<file path="config.mk">
export PLATFORM = sky130hd
export DESIGN_NAME = if_fetch_unit
export DESIGN_NICKNAME = d
export VERILOG_FILES = /design/src/rtl/cpu_pkg.sv /design/src/rtl/if_fetch_buf.sv /design/src/rtl/if_fetch_unit.sv
export SDC_FILE = /design/constraint.sdc
export NUM_CORES = 1
export LEC_CHECK = 0
export ABC_AREA = 1
export ABC_CLOCK_PERIOD_IN_PS = 3200
export BUFFER_PORTS_ARGS = -buffer_cell sky130_fd_sc_hd__buf_2
export CORE_ASPECT_RATIO = 1.75
export CORE_UTILIZATION = 37
export CTS_CLUSTER_DIAMETER = 60
export DETAILED_ROUTE_END_ITERATION = 6
export PLACE_DENSITY_LB_ADDON = 0.05
export SYNTH_ARGS = -nofsm -noshare
export SYNTH_HDL_FRONTEND = slang
export SYNTH_SLANG_ARGS = --single-unit
</file>
<file path="constraint.sdc">
create_clock -name clk -period 3.2 [get_ports clk]
set_input_delay 0.48 -clock clk [delete_from_list [all_inputs] [get_ports clk]]
set_output_delay 0.48 -clock clk [all_outputs]
set_load 0.02 [all_outputs]
</file>
<file path="src/rtl/cpu_pkg.sv">
// ----------------------------------------------------------------------------
// cpu_pkg
//   Shared types and constants for the CPU front end.
//   - XLEN           : machine word width (32)
//   - RESET_PC_DEF   : default PC after reset
//   - NOP_INSTR_DEF  : bubble encoding (addi x0,x0,0)
//   - fetch_state_e  : fetch FSM states (REQ, FULL)
//   - fetch_entry_t  : one buffered fetch result {pc, pc_4, instr[, misalign]}
//   - pc_plus4 / word_align : PC arithmetic helpers (modulo 2^XLEN)
//   Build option: IF_MISALIGN_CHK_EN adds the misalign flag to fetch_entry_t.
// ----------------------------------------------------------------------------
package cpu_pkg;

    localparam int XLEN = 32;

    localparam logic [XLEN-1:0] RESET_PC_DEF  = 32'h0000_0000;
    localparam logic [XLEN-1:0] NOP_INSTR_DEF = 32'h0000_0013;

    typedef enum logic {
        ST_REQ  = 1'b0,   // request outstanding (or about to be issued)
        ST_FULL = 1'b1    // one instruction held for decode, no request
    } fetch_state_e;

    typedef struct packed {
        logic [XLEN-1:0] pc;
        logic [XLEN-1:0] pc_4;
        logic [XLEN-1:0] instr;
`ifdef IF_MISALIGN_CHK_EN
        logic            misalign;
`endif
    } fetch_entry_t;

    // Wraps naturally: 32'hFFFF_FFFC + 4 = 0.
    function automatic logic [XLEN-1:0] pc_plus4(input logic [XLEN-1:0] pc);
        return pc + 32'd4;
    endfunction

    function automatic logic [XLEN-1:0] word_align(input logic [XLEN-1:0] pc);
        return pc & ~32'h3;
    endfunction

endpackage

</file>
<file path="src/rtl/if_fetch_buf.sv">
// ----------------------------------------------------------------------------
// if_fetch_buf
//   Single-entry holding register for a fetched instruction. The owner decides
//   when to load and when to drop the entry; this block only stores it.
//   Ports:
//     clk, rst_n   clock, asynchronous active-low reset
//     i_load       capture i_entry and mark valid (wins over i_clear)
//     i_clear      drop the entry (valid <= 0, contents kept)
//     i_entry      entry to capture
//     o_valid      entry present
//     o_entry      stored entry (all zero after reset)
// ----------------------------------------------------------------------------
module if_fetch_buf
    import cpu_pkg::*;
(
    input  logic         clk,
    input  logic         rst_n,
    input  logic         i_load,
    input  logic         i_clear,
    input  fetch_entry_t i_entry,
    output logic         o_valid,
    output fetch_entry_t o_entry
);

    logic         r_valid;
    fetch_entry_t r_entry;

    // NOTE: the data register is reset too, not just the valid bit, because
    // decode-facing outputs must read as zero while reset is applied.
    always_ff @(posedge clk or negedge rst_n) begin
        if (!rst_n) begin
            r_valid <= 1'b0;
            r_entry <= '0;
        end else if (i_load) begin
            r_valid <= 1'b1;
            r_entry <= i_entry;
        end else if (i_clear) begin
            r_valid <= 1'b0;
        end
    end

    assign o_valid = r_valid;
    assign o_entry = r_entry;

endmodule

</file>
<file path="src/rtl/if_fetch_unit.sv">
// ----------------------------------------------------------------------------
// if_fetch_unit
//   Instruction-fetch front end. Owns the architectural PC, issues req/ack
//   reads to instruction memory, holds one returned instruction for decode
//   (valid/ready) and handles EX-stage redirects.
//   Parameters:
//     RESET_PC    PC loaded on reset (first fetch address)
//     NOP_INSTR   word presented for a misaligned redirect
//   Ports:
//     clk, rst_n               clock, asynchronous active-low reset
//     redirect_vld/redirect_pc EX redirect strobe and target
//     imem_req/imem_addr       memory read request, address stable while req=1
//     imem_ack/imem_rdata      one-cycle completion pulse with data
//     if_valid/if_ready        decode handshake
//     if_pc/if_pc_4/if_instr   buffered instruction, its PC and PC+4
//     if_misalign              only with IF_MISALIGN_CHK_EN
//   Build option IF_MISALIGN_CHK_EN: a misaligned redirect target skips the
//   memory and is presented directly as a NOP flagged if_misalign. Without it
//   redirect_pc[1:0] is ignored (treated as 2'b00).
// ----------------------------------------------------------------------------
module if_fetch_unit
    import cpu_pkg::*;
#(
    parameter logic [XLEN-1:0] RESET_PC  = RESET_PC_DEF,
    parameter logic [XLEN-1:0] NOP_INSTR = NOP_INSTR_DEF
) (
    input  logic            clk,
    input  logic            rst_n,
    input  logic            redirect_vld,
    input  logic [XLEN-1:0] redirect_pc,
    output logic            imem_req,
    output logic [XLEN-1:0] imem_addr,
    input  logic            imem_ack,
    input  logic [XLEN-1:0] imem_rdata,
    output logic            if_valid,
    input  logic            if_ready,
    output logic [XLEN-1:0] if_pc,
    output logic [XLEN-1:0] if_pc_4,
    output logic [XLEN-1:0] if_instr
`ifdef IF_MISALIGN_CHK_EN
   ,output logic            if_misalign
`endif
);

    fetch_state_e    r_state, w_state_nxt;
    logic [XLEN-1:0] r_pc, w_pc_nxt;
    logic            r_pend, w_pend_nxt;
    logic [XLEN-1:0] r_pend_pc, w_pend_pc_nxt;
    // Low during reset and for the first cycle after it, so no request (and no
    // stray ack) is honoured until the unit is actually running.
    logic            r_active;

    logic            w_req, w_ack;
    logic [XLEN-1:0] w_redir_pc, w_tgt;
    logic            w_tgt_mis, w_take_redir;
    logic            w_buf_load, w_buf_clear, w_buf_valid;
    fetch_entry_t    w_buf_d, w_buf_q;

`ifdef IF_MISALIGN_CHK_EN
    assign w_redir_pc = redirect_pc;
`else
    assign w_redir_pc = word_align(redirect_pc);
`endif

    assign w_req = r_active && (r_state == ST_REQ);
    assign w_ack = w_req && imem_ack;

    // A redirect arriving this cycle beats one remembered from earlier.
    assign w_tgt = redirect_vld ? w_redir_pc : r_pend_pc;

`ifdef IF_MISALIGN_CHK_EN
    assign w_tgt_mis = |w_tgt[1:0];
`else
    assign w_tgt_mis = 1'b0;
`endif

    // NOTE: every signal driven here gets a default first, so no path through
    // the case statement can leave one unassigned and infer a latch.
    always_comb begin
        w_state_nxt   = r_state;
        w_pc_nxt      = r_pc;
        w_pend_nxt    = r_pend;
        w_pend_pc_nxt = r_pend_pc;
        w_take_redir  = 1'b0;
        w_buf_load    = 1'b0;
        w_buf_clear   = 1'b0;
        w_buf_d       = '0;
        w_buf_d.pc    = r_pc;
        w_buf_d.pc_4  = pc_plus4(r_pc);
        w_buf_d.instr = imem_rdata;

        unique case (r_state)
            ST_REQ: begin
                if (w_ack) begin
                    if (redirect_vld || r_pend) begin
                        // Returned word belongs to the wrong path: drop it.
                        w_pend_nxt   = 1'b0;
                        w_take_redir = 1'b1;
                    end else begin
                        w_buf_load  = 1'b1;
                        w_pc_nxt    = pc_plus4(r_pc);
                        w_state_nxt = ST_FULL;
                    end
                end else if (redirect_vld) begin
                    // Address must stay stable until ack; remember the target.
                    w_pend_nxt    = 1'b1;
                    w_pend_pc_nxt = w_redir_pc;
                end
            end
            ST_FULL: begin
                if (redirect_vld) begin
                    w_buf_clear  = 1'b1;
                    w_take_redir = 1'b1;
                end else if (if_ready) begin
                    w_buf_clear = 1'b1;
                    w_state_nxt = ST_REQ;
                end
            end
            default: ;
        endcase

        if (w_take_redir) begin
            if (w_tgt_mis) begin
                // Misaligned target: present a flagged bubble, no memory read.
                w_buf_load    = 1'b1;
                w_buf_d.pc    = w_tgt;
                w_buf_d.pc_4  = pc_plus4(w_tgt);
                w_buf_d.instr = NOP_INSTR;
`ifdef IF_MISALIGN_CHK_EN
                w_buf_d.misalign = 1'b1;
`endif
                w_pc_nxt      = pc_plus4(word_align(w_tgt));
                w_state_nxt   = ST_FULL;
            end else begin
                w_pc_nxt    = w_tgt;
                w_state_nxt = ST_REQ;
            end
        end
    end

    // NOTE: state registers use non-blocking assignments so every register
    // samples the pre-edge values regardless of statement order.
    always_ff @(posedge clk or negedge rst_n) begin
        if (!rst_n) begin
            r_state   <= ST_REQ;
            r_pc      <= RESET_PC;
            r_pend    <= 1'b0;
            r_pend_pc <= '0;
            r_active  <= 1'b0;
        end else begin
            r_state   <= w_state_nxt;
            r_pc      <= w_pc_nxt;
            r_pend    <= w_pend_nxt;
            r_pend_pc <= w_pend_pc_nxt;
            r_active  <= 1'b1;
        end
    end

    if_fetch_buf u_buf (
        .clk     (clk),
        .rst_n   (rst_n),
        .i_load  (w_buf_load),
        .i_clear (w_buf_clear),
        .i_entry (w_buf_d),
        .o_valid (w_buf_valid),
        .o_entry (w_buf_q)
    );

    assign imem_req  = w_req;
    assign imem_addr = r_pc;
    assign if_valid  = w_buf_valid;
    assign if_pc     = w_buf_q.pc;
    assign if_pc_4   = w_buf_q.pc_4;
    assign if_instr  = w_buf_q.instr;
`ifdef IF_MISALIGN_CHK_EN
    assign if_misalign = w_buf_valid && w_buf_q.misalign;
`endif

endmodule

</file>
After elaboration in Yosys (flattened, before gate mapping)
Index checks and enable logic that the tools add are counted.

word-level totals
  register bits after elaboration = 164
  input bits = 69
  output and inout port bits = 130
  word-level logic and storage cells = 48

operators by class
  $add $sub $neg = 1
  equality and inequality tests = 3
  multiplexer cells = 24
  bitwise operators = 2
  reductions and logical operators = 9

operator list
  kind                                                    number
  two-way mux 32 bit                                      5
  adder 32 x 3 -> 32 bit (second input constant)          1
  two-way mux 1 bit                                       17
  AND reduction 3 bit                                     2
  nonzero test 2 bit                                      3
  inequality test 2 x 1 -> 1 bit (second input constant)  2
  case mux 1 bit (2 select lines)                         2
  logical AND 1 bit                                       2
  inequality test 2 bit (second input constant)           1
  inverter 1 bit                                          2
  AND reduction 2 bit                                     1
  logical OR 1 bit                                        1

Longest topological paths before layout
Gate-level depths: netlist of the first run.

  depth in word-level cells = 7
  mapped depth = 12
  depth with buffers taken out = 11

Hierarchy
Synthesis of the first run repeated with hierarchy kept, for this count alone.

unflattened totals
  cells, all modules = 1,033
  area, all modules = 8,023.9 um^2

modules (own cells, without submodules)
  module         instances  cells an instance  area an instance (um^2)  seq. area each (um^2)
  if_fetch_unit  1          623                4,354.2                  1,676.6
  if_fetch_buf   1          410                3,669.8                  2,427.3

Least setup slack after synthesis of the first run
Ideal clock, no wire load.

  path kind = register -> register
  start = reg r_state
  end = reg u_buf.r_entry, in the netlist u_buf.o_entry[38]
  library setup time = 127 ps
  arrival = 1,531 ps
  required time = 3,073 ps
  path slack = 1,542 ps
  cell stages (with the launch flop) = 10
  buffers on the path = 3
  clock period less this slack = 1,658 ps
  path through = dfrtp_1 nor2_1 nand2_1 inv_2 nand2_1 buf_2 buf_6 buf_6 nand2_1 nand2_1

on the way
  longest elaborated chain between the ends = 5

ends and longest elaborated chain
  element                          line                  RTL
  start: declaration               if_fetch_unit.sv:45   fetch_state_e r_state, w_state_nxt;
  start signal: assignment         if_fetch_unit.sv:151  r_state <= w_state_nxt;
  inverter 1 bit (no source line)  --
  logical AND 1 bit                if_fetch_unit.sv:65   assign w_req = r_active && (r_state == ST_REQ);
  via imem_req                     if_fetch_unit.sv:31   output logic imem_req,
  logical AND 1 bit                if_fetch_unit.sv:66   assign w_ack = w_req && imem_ack;
  two-way mux 1 bit                if_fetch_unit.sv:94   if (w_ack) begin
  two-way mux 1 bit                if_fetch_unit.sv:92   unique case (r_state)
  end signal: assignment           if_fetch_buf.sv:36    r_entry <= i_entry;
  end: declaration                 if_fetch_buf.sv:26    fetch_entry_t r_entry;

The timed path passes the listed nets, and every way through them passes these cells.
A chain may end at the register's enable or synchronous reset.

Worst setup path after layout of the first run
  start = reg r_state
  end = reg r_pc[4] (netlist: imem_addr[4])

on the way
  longest elaborated chain between the ends = 7
  elaborated cells between the ends (all ways) = 10
  classes of those cells = 2 x eq/ne; 3 x mux; 1 x bitwise; 4 x reduce/logical

ends and longest elaborated chain
  element                                                         line                  RTL
  inverter 1 bit (no source line)                                 --
  logical AND 1 bit                                               if_fetch_unit.sv:65
  logical AND 1 bit                                               if_fetch_unit.sv:66
  two-way mux 1 bit                                               if_fetch_unit.sv:94
  case mux 1 bit (2 select lines)                                 if_fetch_unit.sv:92
  inequality test 2 bit (no source line) (tied with other cells)  --
  AND reduction 3 bit (no source line)                            --
  end signal: assignment                                          if_fetch_unit.sv:152  r_pc <= w_pc_nxt;
  end: declaration                                                if_fetch_unit.sv:46   logic [XLEN-1:0] r_pc, w_pc_nxt;

Parallel ways exist; a longest one is shown, timed or not.

==> results of run 1 <==
kinds of logic (layout without fill, tap and decap cells):
| logic type | Yosys count | after routing |
|---|---|---|
| simple gates | 477 | 477 |
| flops | 162 | 162 |
| buf+inv | 156 | 322 |
| compound gates | 125 | 125 |
| xor+xnor | 10 | 10 |
| mux | 9 | 9 |
| fa+ha+maj | 1 | 1 |
| other cells | 1 | 1 |
worst register-to-register path, stage by stage, from the launching register on:
cell     delay [ns]
dfrtp_1        0.42
nor2_1         0.14
nand2_1        0.09
nand2_1        0.10
inv_2          0.15
nor2_4         0.64
inv_1          0.31
o21ai_0        0.22
o21ai_0        0.10
how the worst max path moves through the flow:
stage                                          endpoint  slack (ns)  cells after the start
after floorplan           u_buf.o_entry[38]$_DFFE_PN0P_        1.54                      9
after global placement         imem_addr[4]$_DFFE_PN0P_        0.53                      8
after detailed placement       imem_addr[4]$_DFFE_PN0P_        0.55                      8
after CTS                      imem_addr[4]$_DFFE_PN0P_        0.86                      8
after global routing           imem_addr[4]$_DFFE_PN0P_        0.62                      8
final                          imem_addr[4]$_DFFE_PN0P_        0.90                      8
cells in the mapped netlist:
cell        n  share of area, %
buf_2      18               1.2
o22ai_1     1             0.083
buf_6       5              0.74
nand4_1     1             0.083
a21oi_1     5              0.33
nor2_2      6              0.50
and2_1      3              0.25
nand3_1    35               2.3
a31oi_1     1             0.083
buf_4      36               3.6
o211ai_1    6              0.60
mux2i_1     9               1.2
xnor2_1     1              0.12
clkbuf_1   12              0.60
o221ai_1    1              0.12
conb_1      1             0.050
nor2_4      3              0.45
dfrtp_1   162                54
nand2_2     1             0.083
nor2_1     40               2.0
inv_1      78               3.9
o21ai_0   100               6.6
nand2_1   388                19
inv_2       6              0.30
o21a_1      1             0.099
clkbuf_2    1             0.066
ha_1        1              0.17
xor2_1      9               1.0
o21ai_1    10              0.66
placed cells by master, fill, tap and decap left out, types with 2 or more instances in the layout:
cell and instances:
a21oi_1 5, and2_1 3, buf_12 3, buf_2 195, buf_4 6, bufinv_16 4
clkbuf_1 3, clkbuf_16 17, clkinv_2 5, clkinvlp_4 2, dfrtp_1 162, inv_1 78
inv_2 6, mux2i_1 9, nand2_1 387, nand3_1 35, nor2_1 40, nor2_2 6
nor2_4 3, o211ai_1 6, o21ai_0 100, o21ai_1 10, xor2_1 9
repair_timing:
item,4_1_cts,5_1_grt
endpoints found under the hold margin,28,0
setup endpoints to repair,0,0
hold buffers,1,0
power breakdown:
part | leakage [uW] | switching [uW] | internal, uW
clock network | 0.000297 | 830 | 1320
registers | 0.00206 | 652 | 2930
logic | 0.00261 | 2490 | 1160
final cells by class:
cell class	count	area share, %
Inverter	84	3.46
Clock inverter	11	1.76
Timing Repair Buffer	206	12.1
Clock buffer	21	4.94
Sequential cell	162	44.4
Multi-Input combinational cell	623	30.0
Tap cell	245	3.36
flip-flops by register name, summed over array words and instances, names as in the netlist:
| register | flops |
|---|---|
| imem_addr | 32 |
| r_active | 1 |
| r_pend | 1 |
| r_pend_pc | 32 |
| r_state | 1 |
| u_buf.o_entry | 94 |
| u_buf.o_valid | 1 |
through the flow:
step	instance area (um^2)	power, uW	instances	worst slack (ns)
6_report	9120	9390	1352	0.899
5_1_grt	9120	10100	1352	0.620
4_1_cts	9120	9530	1352	0.865
3_5_place_dp	8500	7340	1319	0.552
3_3_place_gp	8500	7300	1319	0.534
2_1_floorplan	7560	6140	941	1.54
routing by layer:
metal  vias up  track usage [%]  part of all wire, %
met5         -                0                    0
met4         0             9.18                  2.7
met3        29             4.13                  5.0
met2       176             34.4                   49
met1      2849             26.1                   44
li1       3197                -                    -
==> impl_results.md, run 1 <==
* Via count at 6251
* Worst vdd ir at 0.482 mV
* Leakage at 0.00497 uW
* Vias per cell at 4.62
* Post-synthesis compound-gate area fraction at 8.59%
* Number of I/O pins at 199
* Vias in the first global route at 6043
* Startpoint types: flop
* Register-to-Register Path Depth at 8
* Hold Slack at 0.238 ns
* Final Util at 45.8%
* Row count at 68
* Multi-input logic area at 0.00274 mm^2
* Main combinational cell family by area after synthesis: simple AND/OR/NAND/NOR gates
* Slew margin rel. at 47.9%
* Crit-path max FO at 31
* Post-CTS setup buffer count at 0
* Min-delay worst type: in -> reg
* Worst-path clk slew at 0.07 ns
* Post-Synth XOR/XNOR Area at 1.16%
* Register area at 0.00405 mm^2
* Period utilization at 71.9%
* Minimum clock period at 2.30 ns
* Run status: complete, no violations
* Residual DRC at 0
* Critical Path AT at 2.61 ns
* Total of max-cap violations at 0
* CP max-delay cell: nor2_4
* Distinct cells, synth at 29
* R2r setup slk at 0.90 ns
* Die ar. at 0.0210 mm^2
* Power Density at 1030 mW/mm^2
* Buffers from clock root to sink, at most at 2
* Final hold violations at 0
* DRT Wirelength at 20700 um
* Starting density of the core at 38.0%
* Worst-Margin Slew at 0.779 ns
* Synth Instances at 941
* WP buf/inv at 2
* Final Max Slew Viols at 0
* Synth Register Bits at 162
* Critical path endpoint category: flop
* TritonRoute pass-1 iters at 4
* CTS buffer count at 17
* P&R area growth vs syn at 20.6%
* Clk_lat worst skew at 0.44 ns
* Setup crit start: r_state$_DFF_PN0_
* First-pass GRT wire length at 32600 um
* Post-synthesis sequential area ratio at 53.6%
* Final nets at 1164
* Routed Antenna Nets at 0
* Root Buffer: clkbuf_16
* Hold depth at 3
* Final setup viols at 0
* Clk sink count at 162
* Mean Syn Cell Area at 8.04 um^2
* Max stage delay on crit path at 0.64 ns
* Ant. Diodes at 0
* Die X at 110 um
* Average wire per standard cell at 15.3 um
* Worst r2r src: r_state$_DFF_PN0_
* Initial DRC Count at 324
* Adder-Cell Fraction of Synth Area at 0.165%
* Grt ovf at 0
* Required time of the critical path at 3.51 ns
* HPWL Detailed at 15200 um
* Min-Delay Endpoint: u_buf.o_entry[6]$_DFFE_PN0P_
* Total GRT Usage at 20.9%
* Reg2reg end: imem_addr[4]$_DFFE_PN0P_
* Peak Freq at 0.435 GHz
* RSZ-0062 raised after global routing: no
* Proportion of layout cells with a drive suffix above 1 at 22.7%
* Filler Cells Inserted at 2055
* Syn Std Cell Area at 0.00756 mm^2
* Syn_nets at 1011
* Final GP Congestion at 0.836
* IO buf count at 196
* Clock skew at 0.0100 ns
* H-tree depth at 4
* Setup Total Neg Slack at 0 ns
* Mux contribution to synthesized area at 1.19%
* Core area at 0.0199 mm^2
* Largest net degree at the start of global routing at 137
* Setup CP Type: reg -> reg
* Synth warnings at 0
* Die height at 191 um
* CTS tree: built
* CP Cell Sequence: nor2_1 -> nand2_1 -> nand2_1 -> inv_2 -> nor2_4 -> inv_1 -> o21ai_0 -> o21ai_0
* Synth Area in Simple Gates at 24.9%
* Delay-heaviest family, CP: simple AND/OR/NAND/NOR gates
* Initial antenna violation count at 0
* Worst hold start: imem_rdata[6]
* Post_cts resized at 0
No activity file was read; power rests on OpenSTA's default activity.
==> inputs of run 2 (changes only) <==
--- a/config.mk
+++ b/config.mk
@@ -5,8 +5,8 @@
 export SDC_FILE = /design/constraint.sdc
 export NUM_CORES = 1
 export LEC_CHECK = 0
-export ABC_AREA = 1
-export ABC_CLOCK_PERIOD_IN_PS = 3200
+export ABC_AREA = 0
+export ABC_CLOCK_PERIOD_IN_PS = 2400
 export BUFFER_PORTS_ARGS = -buffer_cell sky130_fd_sc_hd__buf_2
 export CORE_ASPECT_RATIO = 1.75
 export CORE_UTILIZATION = 37
==> constraint.sdc (replaced) <==
create_clock -name clk -period 2.4 [get_ports clk]
set_input_delay 0.36 -clock clk [delete_from_list [all_inputs] [get_ports clk]]
set_output_delay 0.36 -clock clk [all_outputs]
set_load 0.02 [all_outputs]
==> run 2 against run 1 <==
Effect of this change:
- die area rose by 0.16%
- cell area rose by 2.6%
- clock power grew 27%
- synthesized cell count down 14%
- area after synthesis increased by 0.17%
- clock skew shrank 0.00054 ns
- total power is 2.8% higher
- non-clock buffer count grew 26
- via count shrank 1.8%
- critical endpoint is now imem_addr[24]$_DFFE_PN0P_
- highest routed layer unchanged
==> impl_results.md, run 2 <==
* Syn_nets at 883
* Run status: complete, no violations
* Final GP Congestion at 0.801
* Number of I/O pins at 199
* Yosys top cell area share at 53.5%
* Root Buffer: clkbuf_16
* R2r setup slk at 0.24 ns
* Post_cts resized at 0
* Clock power share at 28.4%
* Largest net degree at the start of global routing at 57
* Die height at 191 um
* Seq pwr share at 40.8%
* HPWL Detailed at 15100 um
* CTS tree: built
* H-tree depth at 4
* Power Density at 1030 mW/mm^2
* Area contributors post-synth: dfrtp_1 54%, nand2_1 12%, mux2_2 3.9%
* Setup Total Neg Slack at 0 ns
* Max stage delay on crit path at 0.53 ns
* Residual DRC at 0
* Adder-Cell Fraction of Synth Area at 0.165%
* Average wire per standard cell at 17.0 um
* Routed Antenna Nets at 0
* Grt ovf at 0
* Synth warnings at 0
* Via count at 6138
* Post-route cell area at 0.00936 mm^2
* Worst-path clk slew at 0.06 ns
* P&R area growth vs syn at 23.6%
* Hold depth at 3
* Switching Fraction at 36.1%
* Worst vdd ir at 0.579 mV
* Largest register FFs at 94
* Mean Syn Cell Area at 9.32 um^2
* WP buf/inv at 0
* RSZ-0062 raised after global routing: no
* Gr busiest metal: met2
* Final setup viols at 0
* Die X at 110 um
* First-pass GRT wire length at 32400 um
* Worst hold start: imem_rdata[31]
* Final hold violations at 0
* Cell Int Power at 6170 uW
* Clock skew at 0.00948 ns
* Slew margin rel. at 65.6%
* Reg2reg end: imem_addr[24]$_DFFE_PN0P_
* Synth Instances at 813
* Register-to-Register Path Depth at 6
* Worst r2r src: imem_addr[2]$_DFFE_PN0P_
* Startpoint types: flop
* Core area at 0.0199 mm^2
* Die ar. at 0.0211 mm^2
* Peak Freq at 0.464 GHz
* Commonest non-fill, non-tap cell in the layout: nand2_1
* Main combinational cell family by area after synthesis: simple AND/OR/NAND/NOR gates
* Crit-path max FO at 9
* Grt met1 use at 27.0%
* TritonRoute pass-1 iters at 5
* Most common cell in the synthesized netlist: nand2_1
* IO buf count at 196
* Required time of the critical path at 2.71 ns
* Async S/R FF share, synth at 100%
* Total GRT Usage at 20.6%
* DRT Wirelength at 21000 um
* Synth Area in Simple Gates at 20.5%
* Leakage at 0.00472 uW
* Clk_lat worst skew at 0.43 ns
* EDFF count, synth at 0
* CP Cell Sequence: ha_1 -> and2_1 -> nand3_2 -> nor4_2 -> xnor2_1 -> a221o_1
* Setup CP Type: reg -> reg
* Total of max-cap violations at 0
* Post-Synth XOR/XNOR Area at 3.12%
* Distinct cells, synth at 55
* DP Area at 0.00875 mm^2
* CP max-delay cell: dfrtp_1
* Hold buffer count at cts at 1
* Initial DRC Count at 354
* Post-synth top area cell: dfrtp_1
* Syn Std Cell Area at 0.00758 mm^2
* Min-Delay Endpoint: u_buf.o_entry[31]$_DFFE_PN0P_
* Filler Cells Inserted at 1977
* Row count at 68
* Synth top cells by count: 233 x nand2_1, 162 x dfrtp_1, 54 x o21ai_0, 53 x nor2_1, 38 x clkbuf_1
* GR Util met2 at 33.4%
* CTS buffer count at 17
* Critical path endpoint category: flop
* Post-synthesis compound-gate area fraction at 11.1%
* Post-CTS setup buffer count at 0
* Period utilization at 89.8%
* Minimum clock period at 2.16 ns
* Vias per cell at 4.96
* Min-delay worst type: in -> reg
* Post-synthesis sequential area ratio at 53.5%
* Ys flop type: dfrtp_1
* Starting density of the core at 38.1%
* Final nets at 1050
* Buffers from clock root to sink, at most at 2
* Comb pwr share at 30.8%
* Critical Path AT at 2.46 ns
* Proportion of layout cells with a drive suffix above 1 at 30.2%
* M3 GR Usage at 4.09%
* Clk sink count at 162
* Ant. Diodes at 0
* Delay-heaviest family, CP: simple AND/OR/NAND/NOR gates
* Final Max Slew Viols at 0
* Switch Pwr at 3480 uW
* Vias in the first global route at 5861
* Most frequent cells in the layout: 232 x nand2_1, 195 x buf_2, 162 x dfrtp_1
* Initial antenna violation count at 0
* Worst-Margin Slew at 0.512 ns
* Mux contribution to synthesized area at 5.07%
* Synth Register Bits at 162
run 2: cell count changes in the layout (fill, tap and decap cells not counted), moves of 7 or more:
cell / previous run / this run
buf_4: 6 / 31
nor2_1: 40 / 53
nand2_1: 387 / 232
xnor2_1: 1 / 17
inv_1: 78 / 10
nand4_1: 1 / 8
nand3_1: 35 / 15
a21oi_1: 5 / 36
nor3_1: 0 / 8
mux2_2: 0 / 26
o21ai_1: 10 / 1
o21ai_0: 100 / 54
and3_1: 0 / 13
run 2: area by class of cell:
class / count / area [um^2] / area share [%]
clock buffer: 23 / 498 / 5.32
clock inverter: 9 / 103 / 1.10
inverter: 10 / 37.5 / 0.401
multi-input combinational: 557 / 3050 / 32.6
sequential: 162 / 4050 / 43.3
tap: 245 / 307 / 3.27
timing repair buffer: 232 / 1310 / 14.0
run 2: power by group through the flow:
stage	sequential, uW	combinational [uW]	clock [uW]
floorplan	4570	1320	0
CTS	3950	3020	2830
global route	4050	3270	2930
detailed placement	4000	3010	0
global placement	3960	3000	0
finish	3940	2980	2740
run 2: how the worst max path moves through the flow:
stage | startpoint | slack (ns) | end | cells past startpoint
after floorplan | imem_addr[5]$_DFFE_PN0P_ | 0.42 | imem_addr[25]$_DFFE_PN0P_ | 6
after global placement | imem_addr[2]$_DFFE_PN0P_ | 0.26 | imem_addr[24]$_DFFE_PN0P_ | 6
after detailed placement | imem_addr[2]$_DFFE_PN0P_ | 0.24 | imem_addr[24]$_DFFE_PN0P_ | 6
after CTS | imem_addr[2]$_DFFE_PN0P_ | 0.23 | imem_addr[24]$_DFFE_PN0P_ | 6
after global routing | imem_addr[2]$_DFFE_PN0P_ | 0.11 | imem_addr[24]$_DFFE_PN0P_ | 6
final | imem_addr[2]$_DFFE_PN0P_ | 0.24 | imem_addr[24]$_DFFE_PN0P_ | 6
run 2: layer usage:
metal  routed length [um]  share of wire [%]  up-vias
li1                     -                  -     3034
met1                 9180                 44     2895
met2                10300                 49      190
met3                 1070                5.1       19
met4                  427                2.0        0
met5                    0                  0        -
run 2: cells by family (layout without fill, tap and decap cells):
logic type | count (synthesis) | after routing
compound gates | 137 | 137
simple gates | 356 | 356
other cells | 1 | 1
flops | 162 | 162
xor+xnor | 27 | 27
buf+inv | 94 | 274
mux | 35 | 35
fa+ha+maj | 1 | 1
run 2: metrics by stage:
step	util, %	hold slack (ns)	cells	setup WS [ns]	total power [uW]
after global routing	47.0	0.109	1238	0.111	10200
after detailed placement	44.0	0.330	1205	0.242	7010
final	47.0	0.125	1238	0.244	9660
after floorplan	-	0.0644	813	0.422	5890
after CTS	47.0	0.0958	1238	0.232	9800
after global placement	44.0	0.331	1205	0.261	6970
run 2: worst reg2reg max path: cells and delay by family (launching register included):
family | cells | cell delay, ns
xor gates and xnor gates | 1 | 0.15
AOI/OAI and AO/OA | 1 | 0.35
DFF | 1 | 0.53
adders and majority gates | 1 | 0.29
and+or+nand+nor | 3 | 0.73
